### src/rtl/seg_display_mux.sv
// -----------------------------------------------------------------------------
// seg_display_mux
// Display-side consumer of the stopwatch digit bus (m10, m1, s10, s1).
// Time-multiplexes four BCD digits onto a 4-anode, active-low 7-segment
// display. While adj is high, the field chosen by sel blinks. Digits are
// captured once per frame into a shadow register, so the display never tears.
//
// Optional build macro:
//   LEAD_BLANK_EN - when defined, a zero minutes-tens digit is blanked.
//
// Slot order: idx 0 = s1 (an[0]), 1 = s10, 2 = m1 (dp lit), 3 = m10.
// -----------------------------------------------------------------------------
module seg_display_mux #(
    parameter int SCAN_DIV  = 4,
    parameter int BLINK_DIV = 2
) (
    input  logic       clkAdj,
    input  logic       rst,
    input  logic       adj,
    input  logic       sel,
    input  logic [2:0] m10,
    input  logic [3:0] m1,
    input  logic [2:0] s10,
    input  logic [3:0] s1,
    output logic [6:0] seg,
    output logic [3:0] an,
    output logic       dp
);

    localparam int SCAN_W  = (SCAN_DIV  > 1) ? $clog2(SCAN_DIV)  : 1;
    localparam int BLINK_W = (BLINK_DIV > 1) ? $clog2(BLINK_DIV) : 1;

    localparam logic [SCAN_W-1:0]  SCAN_LAST  = SCAN_W'(SCAN_DIV - 1);
    localparam logic [BLINK_W-1:0] BLINK_LAST = BLINK_W'(BLINK_DIV - 1);
    localparam logic [SCAN_W-1:0]  SCAN_ZERO  = {SCAN_W{1'b0}};
    localparam logic [BLINK_W-1:0] BLINK_ZERO = {BLINK_W{1'b0}};

    localparam logic [1:0] IDX_S1  = 2'd0;
    localparam logic [1:0] IDX_S10 = 2'd1;
    localparam logic [1:0] IDX_M1  = 2'd2;
    localparam logic [1:0] IDX_M10 = 2'd3;

    localparam logic [6:0] SEG_OFF  = 7'b1111111;
    localparam logic [6:0] SEG_DASH = 7'b0111111;
    localparam logic [3:0] AN_OFF   = 4'b1111;

    // BCD to active-low segments, bit order {g,f,e,d,c,b,a}; 10-15 show a dash.
    function automatic logic [6:0] bcd_to_seg(input logic [3:0] digit);
        logic [6:0] pattern;
        case (digit)
            4'd0:    pattern = 7'b1000000;
            4'd1:    pattern = 7'b1111001;
            4'd2:    pattern = 7'b0100100;
            4'd3:    pattern = 7'b0110000;
            4'd4:    pattern = 7'b0011001;
            4'd5:    pattern = 7'b0010010;
            4'd6:    pattern = 7'b0000010;
            4'd7:    pattern = 7'b1111000;
            4'd8:    pattern = 7'b0000000;
            4'd9:    pattern = 7'b0010000;
            default: pattern = SEG_DASH;
        endcase
        return pattern;
    endfunction

    // Active-low one-hot anode for a slot index.
    function automatic logic [3:0] anode_for(input logic [1:0] slot);
        logic [3:0] sel_an;
        case (slot)
            IDX_S1:  sel_an = 4'b1110;
            IDX_S10: sel_an = 4'b1101;
            IDX_M1:  sel_an = 4'b1011;
            IDX_M10: sel_an = 4'b0111;
            default: sel_an = AN_OFF;
        endcase
        return sel_an;
    endfunction

    // State
    logic [SCAN_W-1:0]  scan_cnt_r;
    logic [1:0]         idx_r;
    logic [BLINK_W-1:0] blink_cnt_r;
    logic               blink_ph_r;
    logic               first_r;
    logic [2:0]         shd_m10_r;
    logic [3:0]         shd_m1_r;
    logic [2:0]         shd_s10_r;
    logic [3:0]         shd_s1_r;
    logic [6:0]         seg_r;
    logic [3:0]         an_r;
    logic               dp_r;

    // Combinational helpers
    logic               scan_wrap_s;
    logic               frame_wrap_s;
    logic               blink_wrap_s;
    logic               capture_s;
    logic [2:0]         view_m10_s;
    logic [3:0]         view_m1_s;
    logic [2:0]         view_s10_s;
    logic [3:0]         view_s1_s;
    logic [3:0]         digit_s;
    logic               field_blank_s;
    logic               lead_blank_s;
    logic               blank_s;
    logic [6:0]         seg_nxt_s;
    logic [3:0]         an_nxt_s;
    logic               dp_nxt_s;

    // Counter wrap points and the shadow capture strobe.
    always_comb begin
        scan_wrap_s  = (scan_cnt_r == SCAN_LAST);
        frame_wrap_s = scan_wrap_s && (idx_r == IDX_M10);
        blink_wrap_s = (blink_cnt_r == BLINK_LAST);
        capture_s    = first_r || frame_wrap_s;
    end

    // Digits shown this cycle: on the first cycle out of reset the shadow
    // still holds zeros, so the live bus is shown while it is being captured.
    always_comb begin
        if (first_r) begin
            view_m10_s = m10;
            view_m1_s  = m1;
            view_s10_s = s10;
            view_s1_s  = s1;
        end else begin
            view_m10_s = shd_m10_r;
            view_m1_s  = shd_m1_r;
            view_s10_s = shd_s10_r;
            view_s1_s  = shd_s1_r;
        end
    end

    // Select the digit for the active slot; 3-bit tens digits are zero-extended.
    always_comb begin
        case (idx_r)
            IDX_S1:  digit_s = view_s1_s;
            IDX_S10: digit_s = {1'b0, view_s10_s};
            IDX_M1:  digit_s = view_m1_s;
            IDX_M10: digit_s = {1'b0, view_m10_s};
            default: digit_s = 4'd0;
        endcase
    end

    // Blink blanking of the field under adjustment (sel=1 seconds, sel=0 minutes).
    always_comb begin
        field_blank_s = 1'b0;
        if (adj && blink_ph_r) begin
            if (sel) begin
                field_blank_s = (idx_r == IDX_S1) || (idx_r == IDX_S10);
            end else begin
                field_blank_s = (idx_r == IDX_M1) || (idx_r == IDX_M10);
            end
        end else begin
            field_blank_s = 1'b0;
        end
    end

    // Leading-zero suppression of the minutes-tens slot.
    always_comb begin
        lead_blank_s = 1'b0;
`ifdef LEAD_BLANK_EN
        if ((idx_r == IDX_M10) && (view_m10_s == 3'd0)) begin
            lead_blank_s = 1'b1;
        end else begin
            lead_blank_s = 1'b0;
        end
`else
        lead_blank_s = 1'b0;
`endif
    end

    // Next display pin values; a blanked slot darkens anode, segments and dp.
    always_comb begin
        blank_s   = field_blank_s || lead_blank_s;
        seg_nxt_s = SEG_OFF;
        an_nxt_s  = AN_OFF;
        dp_nxt_s  = 1'b1;
        if (blank_s) begin
            seg_nxt_s = SEG_OFF;
            an_nxt_s  = AN_OFF;
            dp_nxt_s  = 1'b1;
        end else begin
            seg_nxt_s = bcd_to_seg(digit_s);
            an_nxt_s  = anode_for(idx_r);
            dp_nxt_s  = (idx_r == IDX_M1) ? 1'b0 : 1'b1;
        end
    end

    // Scan timing: each slot stays lit for SCAN_DIV cycles, then idx advances.
    always_ff @(posedge clkAdj) begin
        if (rst) begin
            scan_cnt_r <= SCAN_ZERO;
            idx_r      <= IDX_S1;
        end else if (scan_wrap_s) begin
            scan_cnt_r <= SCAN_ZERO;
            idx_r      <= idx_r + 2'd1;
        end else begin
            scan_cnt_r <= scan_cnt_r + SCAN_W'(1);
            idx_r      <= idx_r;
        end
    end

    // Marks the first cycle after reset so the shadow is loaded straight away.
    always_ff @(posedge clkAdj) begin
        if (rst) begin
            first_r <= 1'b1;
        end else begin
            first_r <= 1'b0;
        end
    end

    // Shadow digits: captured once per frame so mid-frame changes never tear.
    always_ff @(posedge clkAdj) begin
        if (rst) begin
            shd_m10_r <= 3'd0;
            shd_m1_r  <= 4'd0;
            shd_s10_r <= 3'd0;
            shd_s1_r  <= 4'd0;
        end else if (capture_s) begin
            shd_m10_r <= m10;
            shd_m1_r  <= m1;
            shd_s10_r <= s10;
            shd_s1_r  <= s1;
        end else begin
            shd_m10_r <= shd_m10_r;
            shd_m1_r  <= shd_m1_r;
            shd_s10_r <= shd_s10_r;
            shd_s1_r  <= shd_s1_r;
        end
    end

    // Blink phase generator; held cleared whenever adjust mode is off.
    always_ff @(posedge clkAdj) begin
        if (rst) begin
            blink_cnt_r <= BLINK_ZERO;
            blink_ph_r  <= 1'b0;
        end else if (!adj) begin
            blink_cnt_r <= BLINK_ZERO;
            blink_ph_r  <= 1'b0;
        end else if (blink_wrap_s) begin
            blink_cnt_r <= BLINK_ZERO;
            blink_ph_r  <= ~blink_ph_r;
        end else begin
            blink_cnt_r <= blink_cnt_r + BLINK_W'(1);
            blink_ph_r  <= blink_ph_r;
        end
    end

    // Registered display pins; everything dark while in reset.
    always_ff @(posedge clkAdj) begin
        if (rst) begin
            seg_r <= SEG_OFF;
            an_r  <= AN_OFF;
            dp_r  <= 1'b1;
        end else begin
            seg_r <= seg_nxt_s;
            an_r  <= an_nxt_s;
            dp_r  <= dp_nxt_s;
        end
    end

    assign seg = seg_r;
    assign an  = an_r;
    assign dp  = dp_r;

endmodule

### config.mk
export PLATFORM = sky130hd
export DESIGN_NAME = seg_display_mux
export DESIGN_NICKNAME = d
export VERILOG_FILES = /design/src/rtl/seg_display_mux.sv
export SDC_FILE = /design/constraint.sdc
export NUM_CORES = 1
export LEC_CHECK = 0
export BUFFER_PORTS_ARGS = -buffer_cell sky130_fd_sc_hd__clkbuf_2
export CAP_MARGIN = 15
export CELL_PAD_IN_SITES_DETAIL_PLACEMENT = 0
export CELL_PAD_IN_SITES_GLOBAL_PLACEMENT = 2
export CORE_UTILIZATION = 34
export CTS_CLUSTER_DIAMETER = 200
export DETAILED_ROUTE_END_ITERATION = 6
export GPL_TIMING_DRIVEN = 0
export HOLD_SLACK_MARGIN = 0.1
export PLACE_DENSITY_LB_ADDON = 0.1
export SETUP_SLACK_MARGIN = 0.3
export SLEW_MARGIN = 20
export SYNTH_ARGS = -nofsm -noshare
export SYNTH_HDL_FRONTEND = slang
export SYNTH_SLANG_ARGS = --single-unit
### constraint.sdc
create_clock -name clkAdj -period 3.15 [get_ports clkAdj]
set_input_delay 0.63 -clock clkAdj [delete_from_list [all_inputs] [get_ports clkAdj]]
set_output_delay 0.63 -clock clkAdj [all_outputs]
set_load 0.005 [all_outputs]
-- After elaboration in Yosys (flattened, before gate mapping)
Memory sizes are Yosys's and may differ from the RTL's. A register that Yosys moved wholly into a read port is not among the register bits.
Index checks and enable logic that the tools add are counted.
- input port bits: 18
- output and inout port bits: 12
- flip-flop bits (word level): 26
- memories kept: 1
- memory bits (read-only): 112
- bitwise operators: 2
- equal/unequal tests: 4
- multiplexer cells: 10
- $add $sub $neg: 3
- reductions and logical operators: 10
- memory list (memory ; words ; width ; read ports ; clocked after Yosys merged registers in ; write ports ; RTL line ; text):
    (name not given) ; 16 ; 7 ; 1 ; 1 ; 0 ; 50 ; case (digit)
- operators with widths (operator ; count):
    one-hot mux 4 bit (4 select lines) ; 2
    two-way mux 4 bit ; 2
    == test 2 bit, second input constant ; 3
    two-way mux 3 bit ; 2
    OR reduction 2 bit ; 3
    adder 2 x 1 -> 2 bit, second input constant ; 2
    two-way mux 1 bit ; 4
    logical OR 1 bit ; 3
    OR reduction 3 bit ; 1
    == test 2 x 1 -> 1 bit, second input constant ; 1
    logical AND 1 bit ; 2
    logical NOT 2 bit ; 1
    NOT 1 bit ; 2
    adder 1 bit, second input constant ; 1

-- Logic depth before layout (Yosys ltp)
Gate-level depths: netlist of the first run.
- depth in word-level cells: 5
- depth in mapped cells: 9
- gate-level depth less buffers: 8

-- Worst setup path after synthesis of the first run
No wires, ideal clock.
- path kind: input port to flip-flop
- from: in m1[0]
- to: reg seg_r[1] (netlist: seg[1])
- setup slack: 1087 ps
- buffers on the path: 0
- stages: 7
- arrival time: 1931 ps
- required time: 3017 ps
- path through: mux2_1 -> a222oi_1 -> mux2i_1 -> inv_1 -> ha_1 -> a21oi_1 -> o21ai_1
- cells in the longest elaborated chain, start to end: 2
- ends and longest elaborated chain (element ; RTL line ; text):
    from (decl) ; 22 ; input logic [3:0] m1,
    two-way mux 4 bit ; 121 ; if (first_r) begin
    one-hot mux 4 bit (4 select lines) ; 136 ; case (idx_r)
    to (decl) ; 89 ; logic [6:0] seg_r;
No other way between the ends.
A chain may end at the register's enable or synchronous reset.

-- Worst setup path in the final report of the first run
- from: reg idx_r[0]
- to: reg seg_r[1] (netlist: seg[1])
- cells in the longest elaborated chain, start to end: 5
- elaborated cells between the ends (all ways): 10
- classes of those cells: 3 x eq/ne; 3 x mux; 4 x reduce/logical
- ends and longest elaborated chain (element ; RTL line ; text):
    from (decl) ; 81 ; logic [1:0] idx_r;
    from (signal assigned) ; 197 ; idx_r <= idx_r + 2'd1;
    from (signal assigned) ; 200 ; idx_r <= idx_r;
    == test 2 bit (tied with other cells) ; 136, 152 ;
    logical OR 1 bit, on equally long branches ; 152, 150 ;
    two-way mux 1 bit ; 149 ; if (sel) begin
    two-way mux 1 bit ; 148 ; if (adj && blink_ph_r) begin
    OR reduction 2 bit (no line) ; n/a ;
Parallel ways exist; a longest one is shown, timed or not.

==> results.md, run 1 <==
Final layout:
- In the final design database the tool counted about 230 nets.
- In the final layout, the share of cells above drive strength 1 is a little over a fifth.
- The sequential cells in the finished layout cover a total of roughly 640 sq um.
- The repair_antennas step left the layout with diodes totalling 0.
- The final-layout fill cell count is roughly 420.
- The footprint of the multi-input gates is 773 sq um.
- The relative area change from synthesis to final layout is 20.0%.

STA:
- The worst hold slack is 0.426 ns.
- The clock arrives with between 0.003 and 0.004 ns of skew.
- The smallest clock period supported by the final layout is computed as 2.40 ns.
- The final number of setup-violating endpoints is 0.
- The setup total negative slack is 0 ns.
- For the pin with the worst max-slew slack, the measured transition is about 0.49 ns.
- The final-report hold violation count was 0.
- After layout, the worst path uses roughly three quarters of the clock period.
- The maximum achievable frequency is between 400 and 500 MHz.
- Setup slack on the critical path of the routed design comes to 0.745 ns.
- Setup repair after global routing left no endpoint under its margin.
- In this run the tightest slew margin relative to its limit is 66.3%.
- The max-slew violation total from the final report is 0.

Placement:
- The count of buffers added on input and output ports is 29.
- The global placer's final weighted congestion is about 0.76.
- The pre-CTS setup slack is about 0.74 ns.
- The placed wire-length estimate is ~2.6 mm.

Yosys:
- The leading area contributor after synthesis is dfxtp_1.
- In this run, synthesis produced a sequential element count of 32.
- The fraction of registers with async set or reset after synthesis is 0%.
- The number of different library cells used by synthesis comes to 39.
- The predominant post-synthesis flop cell is dfxtp_1.
- The yosys synthesis warning count is 0.
- In this run the cell area of the synthesized design comes to approximately 1500 sq um.
- The most repeated cell in the gate-level netlist after synthesis is nand2_1.
- After synthesis, the cell types taking the most area are dfxtp_1, nand2_1, ha_1, a21oi_1, mux2_1.
- The mean area per synthesized cell is around 8.9 sq um.
- The number of nets in the synthesized netlist is about 200.
- The number of flops mapped to enable cells by yosys is 0.
- After synthesis, the most frequently instantiated cells are nand2_1, dfxtp_1, a21oi_1.
- The cell count after synthesis came out at 168.
- The sequential-to-total area share from yosys stat is between 40% and 50%.
- Summed over its instances, the top area cell type makes up between 40% and 50% of the synthesized netlist area.

Run:
- The total of max-cap violations is 0.

Die:
- The number of core rows is 23.
- 30 I/O pins were placed.
- The y dimension of the die is 68.2 um.
- The starting density of the core is a little over a third.
- The floorplan die area is about 4600 sq um.
- The area of the core is 4120 sq um.
- The die extent in x is between 60 and 70 um.

Clocking:
- The clock transition time at the flip-flop clock pins of the worst setup and hold paths is around 0.06 ns.
- The post-cts resize count is 0.
- Once the clock tree was built, the setup fixing pass inserted 0 buffers.
- Counting every sink on the clock net gives 32.
- The largest buffer count on any clock path is 2.
- In this run the clock root is driven by a clkbuf_8.
- In this run, CTS created clock tree buffers numbering 5.
- For this design, the CTS-stage hold fixing added 0 buffers.
- In this run the number of H-tree levels came out at 2.
- The clock latency on the worst-skew pair is 0.28 ns.
- The clock tree from TritonCTS is done.

Power and ir drop:
- For this design the static power due to leakage is about 0.8 nW.
- The largest voltage drop on the vdd net is 0.224 mV.
- The power density normalized to cell area is roughly 520 nW/um^2.
- The post-route total power is 0.933 mW.

Global route:
- Entering global routing, the biggest net connects 11 pins.
- The combined global-route utilization of all metal layers is between 15 and 20%.
- The number of global-route vias before repair was roughly 1300.
- The sum of overflow across all layers after global routing is 0.
- The first global-routing pass estimated about 6 mm of wire.
- The number of antenna violations at the first check in global routing is 0.

Drt:
- The number of design-rule violations left by the first detailed-router iteration is 49.
- The number of DRC violations after detailed routing is 0.
- The total wire length is around 3.5 mm.
- Using the TritonRoute via totals, the vias-per-cell ratio works out to between 4 and 5.
- Before antenna repair, the detailed router went through 7 iterations.
- Across all layers, the routed design uses around 1300 vias.
- In the final routed layout, each cell accounts on average for 13.8 um.
- The detail route stage leaves a number of antenna-violating nets equal to 0.

Critical path:
- The highest-delay cell along the critical path is mux2i_1.
- Together, buffers and inverters on the worst path number 3.
- The type of element launching the critical path is a flip-flop.
- Counting cells, the worst reg-to-reg path comes to 8.
- The largest fanout of any net on the critical path is 10.
- For flop-to-flop paths, the worst setup slack is about 0.75 ns.
- Data on the critical path is required at its endpoint by 3.29 ns.
- The critical path arrival is ~2.6 ns.
- The launch instance of the worst register-to-register path is idx_r[0].
- The element type at the critical path end is a flip-flop.
- The classification of the worst setup path is flip-flop to flip-flop.
- The cell family with the largest share of critical-path delay is buffers and inverters.
- The endpoint identified for the worst register-to-register timing path is seg[1].
- For this run, the slowest stage of the critical path takes about 0.52 ns.
- Walking the worst path, the cells encountered are inv_1 -> ha_1 -> clkbuf_1 -> mux2i_1 -> inv_1 -> ha_1 -> a21oi_1 -> o21ai_1.

Worst hold path:
- The hold path endpoint is scan_cnt_r[0].
- In this run the most critical hold path is launched from scan_cnt_r[0].
- The number of instances on the worst hold path is 1.
- The class of the worst hold path is flip-flop to flip-flop.

Run status:
- The run finished with clean final reports.
-- how the worst max path moves through the flow --
| stage | start | endpoint | slack, ns | cells after the start |
|---|---|---|---|---|
| final | idx_r[0] | seg[1] | 0.75 | 8 |
| after global routing | idx_r[0] | seg[3] | 0.55 | 8 |
| after CTS | idx_r[0] | seg[3] | 0.73 | 8 |
| after detailed placement | idx_r[0] | seg[3] | 0.74 | 8 |
| after global placement | idx_r[0] | seg[3] | 0.78 | 8 |
| after floorplan | m1[0] | seg[1] | 1.09 | 7 |
-- state kept, by name, summed over array words and instances (netlist names), 2 cells and up --
name	cells
seg	7
shd_s1_r	4
idx_r	2
an	3
shd_s10_r	3
shd_m1_r	4
scan_cnt_r	2
shd_m10_r	3
-- worst register-to-register path, cell delays in order (launching register included) --
cell	delay, ns
dfxtp_1	0.36
inv_1	0.10
ha_1	0.20
clkbuf_1	0.39
mux2i_1	0.52
inv_1	0.14
ha_1	0.33
a21oi_1	0.15
o21ai_1	0.09
-- cell usage in the layout (no fill, tap or decap), drive strengths merged, types with 2 or more instances in the layout --
cell type and count:
a211oi 2, a21o 2, a21oi 18, a22oi 3, a31oi 2, buf 3, clkbuf 44, dfxtp 32
ha 9, inv 4, mux2 8, mux2i 5, nand2 42, nor2 6, nor3 2, o2111ai 2
o21ai 5, xnor2 2
-- power by group --
group / internal, mW / switching (mW)
sequential: 0.437 / 0.0125
combinational: 0.0709 / 0.0921
clock: 0.178 / 0.143
-- per-stage QoR --
stage	instances	util (%)	cell area [sq um]
2_1_floorplan	168	-	1490
3_3_place_gp	247	41.2	1700
3_5_place_dp	247	41.2	1700
4_1_cts	255	43.4	1790
5_1_grt	255	43.4	1790
6_report	255	43.4	1790
-- per-layer routing --
layer / global-route usage, % / up-vias / routed length, um
li1: - / 654 / -
met1: 21.2 / 584 / 1650
met2: 29.9 / 25 / 1670
met3: 4.83 / 5 / 159
met4: 6.25 / 0 / 34
met5: 0 / - / 0
-- logic make-up (layout without fill, tap and decap cells) --
logic type	Yosys count	count (layout)	share of synthesized area (%)
buffers and inverters	14	51	5.04
multiplexers	13	13	9.66
XOR/XNOR	2	2	1.18
AND/OR/NAND/NOR	58	58	16.4
flip-flops	32	32	43.0
AO/OA/AOI/OAI	40	40	17.1
adder cells (fa/ha/maj)	9	9	7.56
-- cell type report --
| class | count | area share (%) |
|---|---|---|
| plain buffers | 10 | 3.36 |
| clock buffers | 8 | 5.04 |
| inverters | 4 | 0.840 |
| multi-input cells | 122 | 43.3 |
| flip-flops and latches | 32 | 35.9 |
| well taps | 50 | 3.50 |
| repair buffers | 29 | 8.12 |
(Power assumes the default switching activity.)
==> run 2: changes to the inputs <==
--- a/config.mk
+++ b/config.mk
@@ -9,7 +9,7 @@
 export CAP_MARGIN = 15
 export CELL_PAD_IN_SITES_DETAIL_PLACEMENT = 0
 export CELL_PAD_IN_SITES_GLOBAL_PLACEMENT = 2
-export CORE_UTILIZATION = 34
+export CORE_UTILIZATION = 29
 export CTS_CLUSTER_DIAMETER = 200
 export DETAILED_ROUTE_END_ITERATION = 6
 export GPL_TIMING_DRIVEN = 0
==> constraint.sdc (replaced) <==
create_clock -name clkAdj -period 2.2 [get_ports clkAdj]
set_input_delay 0.44 -clock clkAdj [delete_from_list [all_inputs] [get_ports clkAdj]]
set_output_delay 0.44 -clock clkAdj [all_outputs]
set_load 0.005 [all_outputs]
==> run 2 against run 1 <==
Compared with the run above:
- clock skew is 0.0071 ns higher
- via count is 2.6% higher
- global-route usage fell by 1.9 points
- die area grew 17%
- clock power is 94% higher
==> results.md, run 2 (synthesis gave the netlist of run 1 again) <==
Run status:
- The run finished with clean final reports.

Power and ir drop:
- The internal power component is 1.16 mW (+69%).
- The part of the power in combinational logic was 18.1% (+0.6 points).
- The relative contribution of sequential cells to total power is 41.7% (-6.4 points).
- The share of power burned in the clock network is 40.3% (+5.9 points).
- The switching power as a share of total power was 25.2% (-1.4 points).
- The net switching power figure was 0.388 mW (+57%).
- The power density normalized to cell area is 776 nW/um^2 (+49%).
- The largest voltage drop on the vdd net is 0.390 mV (+74%).
- The leakage power total is 0.850 nW (+8.6%).
- The post-route total power is 1.54 mW (+65%).

Die:
- The die extent in x is 73.7 um (+8.0%).
- The number of core rows is 25 (+8.7%).
- The starting density of the core is 30.9% (-5.3 points).
- The area of the core was 4820 sq um (+17%).
- The floorplan die area is 5430 sq um (+17%).
- The number of primary I/O pins is 30 (unchanged).
- The y dimension of the die is 73.7 um (+8.0%).

Drt:
- The total wire length is 3.77 mm (+7.5%).
- The first-pass iteration count of the detailed router is 4 (-3).
- The number of design-rule violations left by the first detailed-router iteration is 60 (+22%).
- The count of antenna-violating nets left after detailed routing came to 0 (unchanged).
- The average wire per standard cell is 13.5 um (-1.8%).
- The number of DRC violations after detailed routing came to 0 (unchanged).
- The vias after detailed routing is 1301 (+2.6%).
- The via density per instance came to 4.66 (-6.2%).

Global route:
- The combined global-route utilization of all metal layers was 15.7% (-1.9 points).
- The sum of overflow across all layers after global routing is 0 (unchanged).
- The pin count of the biggest net entering global routing is 11 (unchanged).
- The global-route wire length before repair came to 6.26 mm (+6.2%).
- The number of global-route vias before repair came to 1329 (+5.4%).
- The number of antenna violations at the first check in global routing is 0 (unchanged).

STA:
- The clock tree skew after final layout was 0.0107 ns (+0.00708 ns).
- The final-report hold violation count is 0 (unchanged).
- The worst slew slack as a fraction of its limit is 65.7% (-0.60 points).
- Setup repair after global routing could not meet its margin everywhere.
- The final critical path time including I/O delays and setup is 2.00 ns (-0.408 ns).
- The final number of setup-violating endpoints came to 0 (unchanged).
- The share of the clock period used by the worst path after layout is 90.8% (+14 points).
- The final worst-path setup slack was 0.203 ns (-0.542 ns).
- The worst-margin pin slew was 0.515 ns (+0.0231 ns).
- The maximum achievable frequency is 501 MHz (+20%).
- The max-slew violation total from the final report is 0 (unchanged).

Critical path:
- The largest incremental delay on the critical path is 0.36 ns (-0.16 ns).
- Among cell families on the critical path, the largest total delay comes from compound AO/OA/AOI/OAI gates.
- The critical path goes through buf_6 -> buf_8 -> mux2_4 -> a222oi_1 -> mux2i_4 -> inv_2 -> ha_4 -> a21oi_2 -> o21ai_1.
- The largest fanout of any net on the critical path is 5 (-5).
- The endpoint required time on the critical path is 2.37 ns (-0.92 ns).
- By startpoint and endpoint, the worst setup path is classified as flip-flop to flip-flop.
- STA classifies the critical path endpoint as a flip-flop.
- The number of buffers and inverters on the critical path is 3 (unchanged).
- The critical path arrival is 2.16 ns (-0.39 ns).
- The launch instance of the worst register-to-register path is first_r.
- The highest-delay cell along the critical path is a222oi_1.
- The type of element launching the critical path is a flip-flop.
- The most critical setup path has its startpoint at first_r.

Placement:
- The pre-CTS setup slack is -0.00385 ns (-0.744 ns).
- The placed wire-length estimate was 2.71 mm (+3.2%).
- The global placer's final weighted congestion came to 0.738 (-3.2%).
- The number of buffers added on ports is 29 (unchanged).

Final layout:
- The flip-flop count of the largest register after layout was 7 (unchanged).
- The net total in the final layout came to 238 (+3.0%).
- From synthesis to final layout, the design area changed by 33.7%.
- The most common cell after layout, fill and taps aside is nand2_1.
- The final-layout fill cell count is 510 (+21%).
- The number of diodes is 0 (unchanged).
- The library cells used most frequently in the layout, excluding fill and tap cells, are nand2_1, clkbuf_2, dfxtp_1, a21oi_1.
- The fraction of layout cells with a size suffix above 1 is 34.9% (+13 points).

Clocking:
- The maximum level of the CTS H-tree came to 2 (unchanged).
- The clock latency on the worst-skew pair is 0.29 ns (about the same).
- The cell at the root of the clock tree is clkbuf_8.
- The number of buffers created by CTS is 5 (unchanged).
- The clock sink count is 32 (unchanged).
- The clock transition time at the flip-flop clock pins of the worst setup and hold paths is 0.07 ns (about the same).
- The largest buffer count on any clock path was 2 (unchanged).
- TritonCTS built the clock tree.

Worst hold path:
- The worst min-delay path startpoint is rst.
- The class of the worst hold path is primary input to flip-flop.

Run:
- The total of max-cap violations is 0 (unchanged).
==> run 2: cell count changes in the layout (fill, tap and decap cells not counted), sizes merged <==
cell,before,now
clkbuf,44,43
buf,3,10
bufinv,0,1
==> run 2: final timing paths <==
| kind | endpoint | slack (ns) | depth (start not counted) |
|---|---|---|---|
| hold reg to reg | scan_cnt_r[0] | 0.43 | 1 |
| hold / removal | first_r | 0.30 | 1 |
| setup reg to reg | seg[1] | 0.20 | 9 |
| setup / recovery | seg[1] | 0.20 | 9 |
==> run 2: per-layer routing <==
| layer | routed length [um] | up-vias | global-route usage [%] |
|---|---|---|---|
| li1 | - | 663 | - |
| met1 | 1860 | 612 | 19.4 |
| met2 | 1740 | 24 | 25.8 |
| met3 | 140 | 2 | 5.08 |
| met4 | 26 | 0 | 5.13 |
| met5 | 0 | - | 0 |
==> run 2: worst register-to-register path, stage by stage (launching register included) <==
cell	delay [ns]
dfxtp_2	0.32
buf_6	0.13
buf_8	0.11
mux2_4	0.28
a222oi_1	0.36
mux2i_4	0.17
inv_2	0.11
ha_4	0.20
a21oi_2	0.12
o21ai_1	0.08
==> run 2: power by group through the flow <==
stage	Combinational [mW]	Clock [mW]	Sequential, mW
detailed placement	0.239	0	0.656
global placement	0.234	0	0.654
CTS	0.275	0.644	0.643
global route	0.313	0.669	0.647
floorplan	0.153	0	0.656
finish	0.279	0.622	0.643
==> run 2: what timing repair did <==
item,in CTS,in global routing
gates resized for setup,13,13
hold buffers,0,0
pin swaps,3,2
setup buffers,7,0
setup endpoints to repair,11,21
==> run 2: through the flow <==
step / setup TNS, ns / instances / utilization, % / instance area (sq um) / hold slack (ns)
2_1_floorplan: 0 / 168 / - / 1500 / 0.404
3_3_place_gp: 0 / 264 / 35.8 / 1720 / 0.412
3_5_place_dp: -0.00385 / 264 / 35.8 / 1720 / 0.417
4_1_cts: 0 / 279 / 40.6 / 1960 / 0.268
5_1_grt: 0 / 279 / 41.3 / 1990 / 0.286
6_report: 0 / 279 / 41.3 / 1990 / 0.303
==> run 2: layout make-up <==
type / instances / area [sq um] / area share (%)
Multi-Input combinational cell: 122 / 847 / 42.6
Sequential cell: 32 / 644 / 32.4
Timing Repair Buffer: 36 / 198 / 9.93
Clock buffer: 7 / 96.3 / 4.84
Tap cell: 67 / 83.8 / 4.21
Buffer: 10 / 76.3 / 3.83
Clock inverter: 1 / 30.0 / 1.51
Inverter: 4 / 15.0 / 0.754
==> run 3: changes to the inputs <==
--- a/config.mk
+++ b/config.mk
@@ -7,14 +7,11 @@
 export LEC_CHECK = 0
 export BUFFER_PORTS_ARGS = -buffer_cell sky130_fd_sc_hd__clkbuf_2
 export CAP_MARGIN = 15
-export CELL_PAD_IN_SITES_DETAIL_PLACEMENT = 0
-export CELL_PAD_IN_SITES_GLOBAL_PLACEMENT = 2
-export CORE_UTILIZATION = 29
+export CORE_UTILIZATION = 35
 export CTS_CLUSTER_DIAMETER = 200
 export DETAILED_ROUTE_END_ITERATION = 6
 export GPL_TIMING_DRIVEN = 0
 export HOLD_SLACK_MARGIN = 0.1
-export PLACE_DENSITY_LB_ADDON = 0.1
 export SETUP_SLACK_MARGIN = 0.3
 export SLEW_MARGIN = 20
 export SYNTH_ARGS = -nofsm -noshare
==> run 3 against run 2 <==
Compared with the run above:
- sequential power about the same
- global-route usage rose by 0.69 points
- die area is 17% lower
- setup slack worse by 0.015 ns
- clock skew down 0.0039 ns
==> results.md, run 3 (synthesis gave the netlist of run 1 again) <==
Global route:
- The sum of overflow across all layers after global routing is 0 (unchanged).
- The number of global-route vias before repair is 1222 (-8.1%).
- The combined global-route utilization of all metal layers was 16.4% (+0.69 points).
- The global-route wire length before repair came to 5.31 mm (-15%).
- The pin count of the biggest net entering global routing is 11 (unchanged).
- The number of antenna violations at the first check in global routing is 0 (unchanged).

STA:
- The share of the clock period used by the worst path after layout is 91.4% (+0.67 points).
- The setup total negative slack was 0 ns (unchanged).
- The final-report hold violation count is 0 (unchanged).
- The final number of setup-violating endpoints is 0 (unchanged).
- The clock tree skew after final layout was 0.00685 ns (-0.00390 ns).
- Setup repair after global routing could not meet its margin everywhere.
- The final critical path time including I/O delays and setup was 2.01 ns (+0.0148 ns).
- The maximum achievable frequency was 497 MHz (-0.74%).
- The worst-margin pin slew is 0.523 ns (+0.00791 ns).
- The max-slew violation total from the final report is 0 (unchanged).
- The worst slew slack as a fraction of its limit is 65.1% (-0.53 points).

Final layout:
- The final-layout fill cell count is 419 (-18%).
- The footprint of the multi-input gates was 837 sq um (-1.2%).
- The net total in the final layout is 240 (+0.84%).
- The final design instance area without fill is 1950 sq um (-1.9%).
- The flip-flop and latch area came to 643 sq um (-0.19%).
- The flip-flop count of the largest register after layout was 7 (unchanged).
- The most common cell after layout, fill and taps aside is nand2_1.
- The relative area change from synthesis to final layout is 31.2%.
- The number of diodes is 0 (unchanged).
- The fraction of layout cells with a size suffix above 1 is 33.3% (-1.6 points).
- The top cell types in the final layout, fill and taps aside, are nand2_1, clkbuf_2, dfxtp_1, a21oi_1, clkbuf_8.

Worst hold path:
- The number of instances on the worst hold path is 1 (unchanged).
- The class of the worst hold path is primary input to flip-flop.
- The path with the worst hold slack has its endpoint at first_r.
- In this run the most critical hold path is launched from rst.

Die:
- The number of primary I/O pins is 30 (unchanged).
- The number of core rows is 23 (-8.0%).
- The area of the core is 4030 sq um (-16%).
- The starting density of the core came to 37.0% (+6.0 points).
- The floorplan die area is 4520 sq um (-17%).
- The die extent in x came to 67.2 um (-8.7%).
- The y dimension of the die is 67.2 um (-8.7%).

Drt:
- The number of DRC violations after detailed routing is 0 (unchanged).
- The vias after detailed routing is 1317 (+1.2%).
- The average wire per standard cell is 12.5 um (-7.8%).
- The first-pass iteration count of the detailed router is 4 (unchanged).
- The via density per instance is 5.01 (+7.4%).
- The total wire length was 3.28 mm (-13%).
- The count of antenna-violating nets left after detailed routing came to 0 (unchanged).
- The number of design-rule violations left by the first detailed-router iteration is 62 (+3.3%).

Critical path:
- For this design, the slowest cell found on the critical path is dfxtp_2.
- Walking the worst path, the cells encountered are buf_6 -> buf_8 -> mux2_4 -> a222oi_1 -> mux2i_2 -> inv_2 -> ha_4 -> a21o_1 -> o2111ai_1.
- The largest incremental delay on the critical path is 0.32 ns (-0.04 ns).
- STA classifies the critical path startpoint as a flip-flop.
- The element type at the critical path end is a flip-flop.
- The critical path arrival was 2.21 ns (+0.05 ns).
- The worst register-to-register path begins at first_r.
- In this design, the largest share of critical-path delay is due to compound AO/OA/AOI/OAI gates.
- The largest fanout of any net on the critical path came to 5 (unchanged).
- The worst flop-to-flop path endpoint is seg[3].
- The classification of the worst setup path is flip-flop to flip-flop.
- The endpoint required time on the critical path is 2.40 ns (+0.03 ns).
- The internal reg-to-reg setup slack is 0.19 ns (about the same).
- The number of buffers and inverters on the critical path came to 3 (unchanged).
- The depth of the worst register-to-register path is 9 (unchanged).

Clocking:
- The clock tree from TritonCTS is done.
- The cell sitting at the root of the clock tree is a clkbuf_8.
- The maximum level of the CTS H-tree was 2 (unchanged).
- The number of buffers created by CTS is 5 (unchanged).
- The clock transition time at the flip-flop clock pins of the worst setup and hold paths is 0.06 ns (about the same).
- The cts-stage hold buffer count is 0 (unchanged).
- The largest buffer count on any clock path came to 2 (unchanged).
- The clock latency on the worst-skew pair was 0.29 ns (about the same).
- The clock sink count is 32 (unchanged).

Placement:
- The number of buffers added on ports came to 29 (unchanged).
- The placed wire-length estimate was 2.27 mm (-16%).
- The global placer's final weighted congestion is 0.809 (+9.6%).
- The post-placement cell area came to 1700 sq um (-1.2%).

Power and ir drop:
- The largest voltage drop on the vdd net is 0.349 mV (-11%).
- The leakage power total was 0.848 nW (-0.27%).
- The power density normalized to cell area is 724 nW/um^2 (-6.7%).

Run status:
- The run finished with clean final reports.

Run:
- The total of max-cap violations is 0 (unchanged).
-- run 3: report_power, final --
group / total [mW] / leakage [nW] / switching [mW] / internal (mW)
Clock: 0.483 / 0.0503 / 0.205 / 0.278
Combinational: 0.288 / 0.532 / 0.148 / 0.139
Sequential: 0.643 / 0.265 / 0.0170 / 0.626
Total: 1.41 / 0.848 / 0.371 / 1.04
-- run 3: stage by stage --
step	power (mW)	utilization [%]	hold slack (ns)	setup slack, ns	std cells
floorplan	0.809	-	0.404	0.305	168
global placement	0.885	42.3	0.419	0.0306	247
detailed placement	0.887	42.3	0.425	0.0643	247
CTS	1.41	47.5	0.286	0.191	262
global route	1.49	48.5	0.291	0.114	263
finish	1.41	48.5	0.291	0.189	263
-- run 3: final cells by class --
cell class	count	area share, %
buffer	10	3.84
clock buffer	7	4.93
inverter	4	0.769
multi-input combinational	122	42.9
sequential	32	32.9
tap	50	3.20
timing repair buffer	38	11.5
-- run 3: worst max-delay path by stage --
stage	startpoint	to	slack [ns]	cells past startpoint
finish	first_r	seg[3]	0.19	9
global route	first_r	seg[3]	0.11	9
CTS	first_r	seg[4]	0.19	10
detailed placement	m1[0]	seg[1]	0.06	8
global placement	m1[0]	seg[1]	0.03	8
floorplan	first_r	seg[1]	0.30	9
-- run 3: what timing repair did --
action	CTS	global route
buffers inserted	8	1
cloned	0	0
pin swaps	3	4
endpoints found under the setup margin	11	21
resized for setup	14	11
-- run 3: layer usage --
| layer | part of all wire (%) | GRT usage (%) |
|---|---|---|
| met3 | 4.3 | 4.39 |
| met5 | 0 | 0 |
| met4 | 2.4 | 10.1 |
| met2 | 45 | 26.4 |
| met1 | 48 | 19.3 |
